$ cat src/rtl/mm_pkg.sv
// rtl/mm_pkg.sv - shared constants and helpers for the result deskew slice
package mm_pkg;

  localparam int DATA_WIDTH_DEF = 16;

  // Bit offset of lane 'lane' inside a packed row of 'width'-bit lanes.
  function automatic int lane_lsb(input int lane, input int width);
    return lane * width;
  endfunction

  // Cycles from lane 0 entering the array edge to the row being visible at the buffer head.
  function automatic int deskew_latency(input int lanes);
    return lanes;
  endfunction

endpackage

$ cat src/rtl/lane_delay.sv
// rtl/lane_delay.sv - per-lane data+valid shift line with synchronous clear
module lane_delay #(
  parameter int DATA_WIDTH = 16,
  parameter int DEPTH      = 0
) (
  input  logic                  clk,
  input  logic                  clr_i,
  input  logic [DATA_WIDTH-1:0] data_i,
  input  logic                  valid_i,
  output logic [DATA_WIDTH-1:0] data_o,
  output logic                  valid_o
);

  if (DEPTH == 0) begin : g_wire
    logic unused_clk_clr;
    assign unused_clk_clr = clk ^ clr_i;
    assign data_o  = data_i;
    assign valid_o = valid_i;
  end else begin : g_line
    logic [DATA_WIDTH-1:0] data_q [DEPTH];
    logic [DATA_WIDTH-1:0] data_d [DEPTH];
    logic [DEPTH-1:0]      valid_q, valid_d;

    always_comb begin
      data_d[0]  = data_i;
      valid_d[0] = valid_i;
      for (int i = 1; i < DEPTH; i++) begin
        data_d[i]  = data_q[i-1];
        valid_d[i] = valid_q[i-1];
      end
    end

    always_ff @(posedge clk) begin
      if (clr_i) begin
        for (int i = 0; i < DEPTH; i++) data_q[i] <= '0;
        valid_q <= '0;
      end else begin
        for (int i = 0; i < DEPTH; i++) data_q[i] <= data_d[i];
        valid_q <= valid_d;
      end
    end

    assign data_o  = data_q[DEPTH-1];
    assign valid_o = valid_q[DEPTH-1];
  end

endmodule

$ cat src/rtl/result_deskew.sv
// rtl/result_deskew.sv - re-aligns skewed lane results into rows and buffers them
module result_deskew
  import mm_pkg::*;
#(
  parameter int DATA_WIDTH = DATA_WIDTH_DEF,
  parameter int LANES      = 4,
  parameter int OUT_DEPTH  = 8
) (
  input  logic                        clk,
  input  logic                        reset,
  input  logic [LANES*DATA_WIDTH-1:0] lane_data_i,
  input  logic [LANES-1:0]            lane_valid_i,
  input  logic                        flush_i,
  output logic                        space_o,
  output logic [LANES*DATA_WIDTH-1:0] out_data_o,
  output logic                        out_valid_o,
  input  logic                        out_ready_i,
  output logic                        overflow_o,
  output logic                        skew_err_o
);

  localparam int ROW_W = LANES * DATA_WIDTH;
  localparam int CNT_W = $clog2(OUT_DEPTH + 1);
  localparam int PTR_W = (OUT_DEPTH > 1) ? $clog2(OUT_DEPTH) : 1;
  localparam int SC_W  = $clog2(LANES + 1);
  localparam int INF_W = (LANES > 1) ? LANES - 1 : 1;

  if (LANES < 1 || OUT_DEPTH < LANES) begin : g_param_chk
    $error("result_deskew: need LANES >= 1 and OUT_DEPTH >= LANES");
  end

  logic             clr;
  logic [SC_W-1:0]  since_clr_q, since_clr_d;
  logic [LANES-1:0] lane_valid_g, dly_valid;
  logic [ROW_W-1:0] row_data;

  assign clr = reset | flush_i;

  // After a clear, lane k ignores its input for k cycles so tails of rows cut by the clear never reach the aligner.
  for (genvar k = 0; k < LANES; k++) begin : g_lane
    assign lane_valid_g[k] = lane_valid_i[k] && (k == 0 || int'(since_clr_q) > k);

    lane_delay #(
      .DATA_WIDTH(DATA_WIDTH),
      .DEPTH     (deskew_latency(LANES) - 1 - k)
    ) u_dly (
      .clk    (clk),
      .clr_i  (clr),
      .data_i (lane_data_i[lane_lsb(k, DATA_WIDTH) +: DATA_WIDTH]),
      .valid_i(lane_valid_g[k]),
      .data_o (row_data[lane_lsb(k, DATA_WIDTH) +: DATA_WIDTH]),
      .valid_o(dly_valid[k])
    );
  end

  logic [INF_W-1:0] launch_q, launch_d;
  logic [SC_W-1:0]  inflight;

  always_comb begin
    launch_d = '0;
    inflight = '0;
    if (LANES > 1) begin
      launch_d[0] = lane_valid_g[0];
      for (int i = 1; i < INF_W; i++) launch_d[i] = launch_q[i-1];
      for (int i = 0; i < INF_W; i++) inflight = inflight + SC_W'(launch_q[i]);
    end
    since_clr_d = (since_clr_q < SC_W'(LANES)) ? since_clr_q + SC_W'(1) : since_clr_q;
  end

  logic [CNT_W-1:0] count_q, count_d;
  logic [PTR_W-1:0] wr_q, wr_d, rd_q, rd_d;
  logic [ROW_W-1:0] mem_q [OUT_DEPTH];
  logic [ROW_W-1:0] mem_d [OUT_DEPTH];
  logic             ovf_q, ovf_d, skew_q, skew_d;
  logic             full, pop, push, row_full, row_mix;

  function automatic logic [PTR_W-1:0] ptr_inc(input logic [PTR_W-1:0] p);
    return (p == PTR_W'(OUT_DEPTH - 1)) ? '0 : p + PTR_W'(1);
  endfunction

  assign full     = (count_q == CNT_W'(OUT_DEPTH));
  assign row_full = &dly_valid;
  assign row_mix  = (|dly_valid) && !row_full;
  assign pop      = out_valid_o && out_ready_i;
  assign push     = row_full && (!full || pop);

  always_comb begin
    mem_d   = mem_q;
    wr_d    = wr_q;
    rd_d    = rd_q;
    count_d = count_q;
    ovf_d   = ovf_q;
    skew_d  = skew_q;
    if (push) begin
      mem_d[wr_q] = row_data;
      wr_d        = ptr_inc(wr_q);
    end
    if (pop) rd_d = ptr_inc(rd_q);
    if (push && !pop)      count_d = count_q + CNT_W'(1);
    else if (pop && !push) count_d = count_q - CNT_W'(1);
    if (row_full && full && !pop) ovf_d  = 1'b1;
    if (row_mix)                  skew_d = 1'b1;
  end

  always_ff @(posedge clk) begin
    if (clr) begin
      for (int i = 0; i < OUT_DEPTH; i++) mem_q[i] <= '0;
      wr_q        <= '0;
      rd_q        <= '0;
      count_q     <= '0;
      launch_q    <= '0;
      since_clr_q <= SC_W'(1);
    end else begin
      for (int i = 0; i < OUT_DEPTH; i++) mem_q[i] <= mem_d[i];
      wr_q        <= wr_d;
      rd_q        <= rd_d;
      count_q     <= count_d;
      launch_q    <= launch_d;
      since_clr_q <= since_clr_d;
    end
    // Sticky flags survive a flush; only reset clears them.
    if (reset) begin
      ovf_q  <= 1'b0;
      skew_q <= 1'b0;
    end else if (!flush_i) begin
      ovf_q  <= ovf_d;
      skew_q <= skew_d;
    end
  end

  assign out_valid_o = (count_q != '0);
  assign out_data_o  = out_valid_o ? mem_q[rd_q] : '0;
  assign space_o     = (int'(count_q) + int'(inflight)) < OUT_DEPTH;
  assign overflow_o  = ovf_q;
  assign skew_err_o  = skew_q;

endmodule

$ cat config.mk
export PLATFORM = sky130hd
export DESIGN_NAME = result_deskew
export DESIGN_NICKNAME = d
export VERILOG_FILES = /design/src/rtl/mm_pkg.sv /design/src/rtl/lane_delay.sv /design/src/rtl/result_deskew.sv
export SDC_FILE = /design/constraint.sdc
export NUM_CORES = 1
export LEC_CHECK = 0
export ABC_AREA = 1
export CAP_MARGIN = 20
export CORE_UTILIZATION = 65
export CTS_CLUSTER_SIZE = 20
export DETAILED_ROUTE_END_ITERATION = 10
export DONT_BUFFER_PORTS = 1
export GPL_TIMING_DRIVEN = 0
export PLACE_DENSITY = 0.86
export SLEW_MARGIN = 20
export SYNTH_ARGS = -nofsm -noshare
export SYNTH_HDL_FRONTEND = slang
export SYNTH_SLANG_ARGS = --single-unit
$ cat constraint.sdc
create_clock -name clk -period 5 [get_ports clk]
set_input_delay 0.75 -clock clk [delete_from_list [all_inputs] [get_ports clk]]
set_output_delay 0.75 -clock clk [all_outputs]
set_load 0.02 [all_outputs]
==> results.yml, run 1 <==
sta:
  rsz_0062_raised_after_global_routing: "false"
  achievable-frequency_mhz: 224
  setup_total_negative_slack_ps: 0
  slew_violations: 0
  max-slew-margin-rel_pct: 17.9
  minimum_clock_period_after_layout_ps: 4470
  min_period_over_period_pct: 89.4
  setup_viol_count_final: 0
  post_layout_worst_setup_margin_ps: 529
  timing.clock.skew_ps: 17.5
  worst_pin_slew_ps: 1230
  number_of_hold_slack_violations_in_the_final_timing_report: 0
  fin_hold_ws_ps: 207
logic_synthesis:
  synth_nets: 4598
  netlist-cell-type-count: 26
  synth_sequential_area_ratio_pct: 43.5
  synth_largest_type_area_fraction_pct: 43.5
  synthTopCellsByArea: "dfxtp_1, nand2_1, nor2_1"
  synth.largest_area_cell: "dfxtp_1"
  netlist_instances: 4513
  yosysWarningCount: 0
  ys_seq_elements: 629
  syn-cell-area_mm2: 0.0289
  synthesis.area_per_instance_um2: 6.41
cells_and_area:
  nNetsFinal: 4667
  final_cell_count_no_fill: 5212
  fraction_of_layout_cells_with_a_size_suffix_above_1_pct: 6.77
  commonest_non_fill_non_tap_cells_in_the_layout: "nand2_1, nor2_1, dfxtp_1"
  mostFrequentLayoutCell: "nand2_1"
  syn2layout_area_growth_pct: 9.97
pwr:
  power.share.combinational_pct: 2.2
  power.density_mw_per_mm2: 320
  p_sw_share_pct: 22.1
  cellLeakagePower_nw: 15.6
  sequentialPowerShare_pct: 49.4
  p_switching_mw: 2.25
  clkPwrFrac_pct: 48.3
  irDropWorstVdd_v: 0.000280
  cellInternalPower_mw: 7.95
  totalPowerFinal_mw: 10.2
placed_design:
  post-place-cells: 5099
  dp_hpwl_um: 65000
  gp_routability_congestion: 0.993
  io_buffer_count: 0
  dp_worst_setup_slack_ps: 1410
clock_network:
  cts_made_buffers: 66
  post_cts.resized_instances: 0
  post-cts-setup-buffer-count: 0
  tritoncts: "done"
  ctsLongestPathBuffers: 3
  cts_root_buffer: "clkbuf_16"
  cts_hold_repair.buffers: 0
  clk-insertion-delay-late_ps: 610
  h-tree-depth: 3
  clock-sinks: 629
  clk_pin_slew_ps: 60
detailed_routing:
  route.final.wire_length_um: 94600
  drc_viols: 0
  drt_iter0_markers: 3884
  total_via_count_in_the_routed_design: 29085
  post_route_ant_nets: 0
  vias_per_cell: 5.58
  wl_per_cell_um: 18.2
  drt_pass1_iterations: 7
flow_run:
  cap_violations: 0
grt:
  globalRouteOverflowTotal: 0
  wire_length_of_the_first_global_routing_pass_um: 144000
  initial_antenna_violation_count: 4
  pin_count_of_the_biggest_net_entering_global_routing: 14
  first_global_vias: 26249
  globalRouteTotalUtil_pct: 41.4
setup_path:
  cp_max_fo: 10
  worstSetupEndpointType: "output port"
  startpoint_type: "flop"
  timing.critical_path.required_ps: 4250
  worstPathArrival_ps: 3720
  timing_worst_setup_path_type: "flop to output port"
outcome:
  status: "finished clean"
floorplan:
  initial_utilization_pct: 66.6
  core_mm2: 0.0435
  core.rowCount: 76
  io_pins: 140
  floorplan.die.width_um: 213
  die_y_um: 213
  floorplan.die_area_mm2: 0.0454
min_path:
  min-delay-path-class: "input pin to flop"
[cell usage after synthesis]
cell type / count
dfxtp_1: 629
nand2_2: 1
buf_4: 5
nand3_2: 6
nand3b_1: 1
o31ai_1: 1
nor3_1: 1
inv_2: 1
inv_1: 568
a211oi_1: 3
nor2_1: 1017
nand3_1: 76
xor2_1: 2
a21oi_1: 458
o21ai_0: 196
fa_1: 2
clkbuf_2: 35
nor2_2: 1
buf_6: 36
nand4_1: 65
ha_1: 11
a31o_2: 1
clkbuf_1: 125
buf_2: 129
buf_1: 35
nand2_1: 1108
[kinds of logic (layout without fill, tap and decap cells)]
group / count (synthesis) / count (layout) / share of synthesized area (%)
AOI/OAI and AO/OA: 659 / 659 / 11.4
DFF: 629 / 629 / 43.5
xor gates and xnor gates: 2 / 2 / 0.0605
other: 0 / 4 / 0
and+or+nand+nor: 2276 / 2276 / 30.6
buffers and inverters: 934 / 1044 / 13.8
adders and majority gates: 13 / 13 / 0.614
[metrics by stage]
step,area (um2),utilization [%]
floorplan,28900,-
global placement,29700,68.3
detailed placement,29700,68.3
CTS,31800,73.2
global route,31800,73.2
finish,31800,73.3
[critical path: stages (launching register included)]
cell	delay, ps
dfxtp_1	420
inv_1	460
buf_2	420
buf_2	410
clkbuf_1	680
o21ai_0	210
a21oi_1	500
[power by group through the flow]
stage,clock (mW),combinational [mW],sequential [mW]
2_1_floorplan,0,0.126,5.15
3_3_place_gp,0,0.211,5.15
3_5_place_dp,0,0.215,5.15
4_1_cts,4.89,0.216,5.04
5_1_grt,5.09,0.237,5.04
6_report,4.93,0.229,5.04
[routing by layer]
layer  vias up  track usage [%]  part of all wire (%)
met1     13217             51.8                    38
met5         -                0                 0.039
met4         4             22.7                   5.8
met2      1759             63.9                    43
met3       364             12.4                    14
li1      13741                -                     -
[sequential cells by signal, indices dropped and copies added (netlist names)]
| signal | flops |
|---|---|
| since_clr_q | 3 |
| launch_q | 3 |
| mem_q | 512 |
| wr_q | 3 |
| skew_err_o | 1 |
| rd_q | 3 |
| g_lane.u_dly.g_line.data_q | 96 |
| g_lane.u_dly.g_line.valid_q | 2 |
| g_lane.u_dly.valid_o | 1 |
| overflow_o | 1 |
| count_q | 4 |
[area by class of cell]
cell class | count | area (um2)
flip-flops and latches | 629 | 12600
multi-input cells | 2950 | 12400
fillers | 3581 | 11600
inverters | 569 | 2140
clock buffers | 100 | 2060
plain buffers | 365 | 1870
well taps | 585 | 732
clock inverters | 9 | 72.6
repair buffers | 1 | 11.3
diodes | 4 | 10.0
[path summary, 6_finish.rpt]
| path | slack [ps] | to | startpoint | cells after the start |
|---|---|---|---|---|
| hold reg to reg | 410 | g_lane[1].u_dly.g_line.data_q[0][27] | g_lane[1].u_dly.g_line.data_q[0][11] | 2 |
| hold / removal | 210 | skew_err_o | reset | 1 |
| setup reg to reg | 1920 | count_q[3] | since_clr_q[0] | 19 |
| setup / recovery | 530 | out_data_o[3] | rd_q[0] | 6 |
Note: power is estimated with default switching activity, not from simulation.
==> inputs of run 2 (changes only) <==
==> constraint.sdc (replaced) <==
create_clock -name clk -period 5 [get_ports clk]
set_input_delay 0.5 -clock clk [delete_from_list [all_inputs] [get_ports clk]]
set_output_delay 0.5 -clock clk [all_outputs]
set_load 0.02 [all_outputs]
==> run 2 against run 1 <==
Effect of this change:
- the run now ends with negative hold slack left
- sequential power about the same
- final cell count is 0.46% higher
- utilization up 0.55 points
- clock skew rose by 2.3 ps
- die area is the same
- fmax up 6.1%
- worst hold slack worse by 210 ps
- count of clock-buffer cells in the layout unchanged
- combinational power grew 7%
- sequential share of layout area decreased by 0.30 points
==> results.yml, run 2 (synthesis results as in run 1) <==
sta:
  rsz_0062_raised_after_global_routing: "false"
  worst_pin_slew_ps: 1240
  min_period_over_period_pct: 84.2
  timing.clock.skew_ps: 19.8
  max-slew-margin-rel_pct: 17.5
  setup_total_negative_slack_ps: 0
  achievable-frequency_mhz: 237
  slew_violations: 0
  setup_viol_count_final: 0
  fin_hold_ws_ps: -0.575
  number_of_hold_slack_violations_in_the_final_timing_report: 1
  minimum_clock_period_after_layout_ps: 4210
pwr:
  sequentialPowerShare_pct: 49.3
  power.share.combinational_pct: 2.4
  cellLeakagePower_nw: 15.7
  p_sw_share_pct: 22.1
  irDropWorstVdd_v: 0.000288
  totalPowerFinal_mw: 10.2
  clkPwrFrac_pct: 48.3
  cellInternalPower_mw: 7.96
  power.density_mw_per_mm2: 319
  p_switching_mw: 2.26
detailed_routing:
  post_route_ant_nets: 0
  wl_per_cell_um: 18.2
  drt_pass1_iterations: 6
  drt_iter0_markers: 3973
  route.final.wire_length_um: 95200
  drc_viols: 0
  vias_per_cell: 5.57
  total_via_count_in_the_routed_design: 29163
placed_design:
  io_buffer_count: 0
  gp_routability_congestion: 0.993
  post_dp_area_mm2: 0.0297
  post-place-cells: 5099
  dp_hpwl_um: 65000
clock_network:
  post-cts-setup-buffer-count: 0
  clk_pin_slew_ps: 60
  tritoncts: "done"
  clk-insertion-delay-late_ps: 610
  cts_hold_repair.buffers: 24
  h-tree-depth: 3
  cts_root_buffer: "clkbuf_16"
  cts_made_buffers: 66
  ctsLongestPathBuffers: 3
  post_cts.resized_instances: 0
  clock-sinks: 629
floorplan:
  initial_utilization_pct: 66.6
  floorplan.die.width_um: 213
  core.rowCount: 76
  floorplan.die_area_mm2: 0.0454
  die_y_um: 213
  core_mm2: 0.0435
  io_pins: 140
grt:
  first_global_vias: 26434
  pin_count_of_the_biggest_net_entering_global_routing: 14
  wire_length_of_the_first_global_routing_pass_um: 144000
  initial_antenna_violation_count: 5
  globalRouteTotalUtil_pct: 41.6
  globalRouteOverflowTotal: 0
outcome:
  status: "finished, violations left"
  violated_checks: "negative hold slack"
cells_and_area:
  reg_top3: "mem_q: 512 flops, g_lane.u_dly.g_line.data_q: 96 flops, count_q: 4 flops"
  final_design_area_no_fill_mm2: 0.0321
  nNetsFinal: 4691
  seq_area_mm2: 0.0126
  syn2layout_area_growth_pct: 10.8
  final_cell_count_no_fill: 5236
  largest-register: "mem_q"
  fraction_of_layout_cells_with_a_size_suffix_above_1_pct: 6.74
  mostFrequentLayoutCell: "nand2_1"
  largest_register_ff_count: 512
  final.fill_count: 3544
  combined_area_of_the_multi_input_logic_cells_mm2: 0.0124
  commonest_non_fill_non_tap_cells_in_the_layout: "nand2_1, nor2_1, dfxtp_1"
setup_path:
  worst_r2r_endpoint: "count_q[3]"
  worstSetupEndpointType: "output port"
  worstPathArrival_ps: 3710
  cp-startpoint: "rd_q[0]"
  buffers_and_inverters_on_the_worst_path: 4
  critical_path_most_common_cell: "buf_2"
  timing_worst_setup_path_type: "flop to output port"
  startpoint_type: "flop"
  endpoint: "out_data_o[3]"
  crit-reg2reg-launch: "since_clr_q[0]"
  critical_path_cell_with_the_highest_stage_delay: "clkbuf_1"
  r2r_slack_ps: 1930
  timing.critical_path.slowest_cell_delay_ps: 680
  crit_path_cell_trace: "inv_1 -> buf_2 -> buf_2 -> clkbuf_1 -> o21ai_0 -> a21oi_1"
  timing.critical_path.required_ps: 4500
  cp_max_fo: 10
  ff2ff_path_depth: 19
  cpLargestDelayFamily: "buffers and inverters"
  critical_path_cell_count: 6
min_path:
  worstHoldStart: "lane_data_i[3]"
  whs_path_depth: 2
  min-delay-path-class: "input pin to flop"
flow_run:
  cap_violations: 0
==> run 2: changes by cell type in the layout (fill, tap and decap cells not counted) <==
| cell | before | now |
|---|---|---|
| dlygate4sd3_1 | 0 | 24 |
==> run 2: routing by layer <==
layer  share of wire (%)  GRT usage, %
met5               0.013             0
met2                  43          64.3
met4                 5.9          22.9
met1                  38          51.8
met3                  14          12.5
==> run 2: area by class of cell <==
cell class | count | area share, %
Antenna cell | 4 | 0.0312
Buffer | 365 | 5.82
Clock buffer | 100 | 6.42
Clock inverter | 9 | 0.226
Inverter | 569 | 6.66
Multi-Input combinational cell | 2950 | 38.5
Sequential cell | 629 | 39.3
Tap cell | 585 | 2.28
Timing Repair Buffer | 25 | 0.784
==> run 2: worst register-to-register path: stages, from the launching register on <==
cell and delay [ps]:
dfxtp_1 340, ha_1 210, ha_1 180, nor2_1 90
nand3_1 110, nor2_2 190, buf_6 200, buf_4 250
nand2_1 150, inv_1 120, ha_1 190, inv_1 100
ha_1 330, nand3_1 120, nand3_1 100, nand2_1 50
nand3_1 100, nand2_1 60, nand2_1 50, nor2_1 40
==> run 2: power by group through the flow <==
stage,clock network (mW),registers (mW),logic [mW]
after floorplan,0,5.15,0.126
after global placement,0,5.15,0.211
after detailed placement,0,5.15,0.215
after CTS,4.89,5.04,0.231
after global routing,5.09,5.04,0.254
final,4.94,5.04,0.244
==> run 2: how the worst min path moves through the flow <==
| stage | end | slack, ps |
|---|---|---|
| after global placement | g_lane[0].u_dly.g_line.data_q[0][39] | 400 |
| after CTS | g_lane[0].u_dly.g_line.data_q[0][12] | 0.1 |
| after global routing | g_lane[0].u_dly.g_line.data_q[0][5] | 0.8 |
| after detailed placement | g_lane[1].u_dly.g_line.data_q[0][27] | 400 |
| after floorplan | g_lane[0].u_dly.g_line.data_q[0][16] | 390 |
| final | g_lane[0].u_dly.g_line.data_q[0][3] | -0.6 |
==> run 2: through the flow <==
step	util (%)	setup WS [ps]
3_3_place_gp	68.3	1670
5_1_grt	73.8	823
4_1_cts	73.8	972
2_1_floorplan	-	2480
6_report	73.8	788
3_5_place_dp	68.3	1660
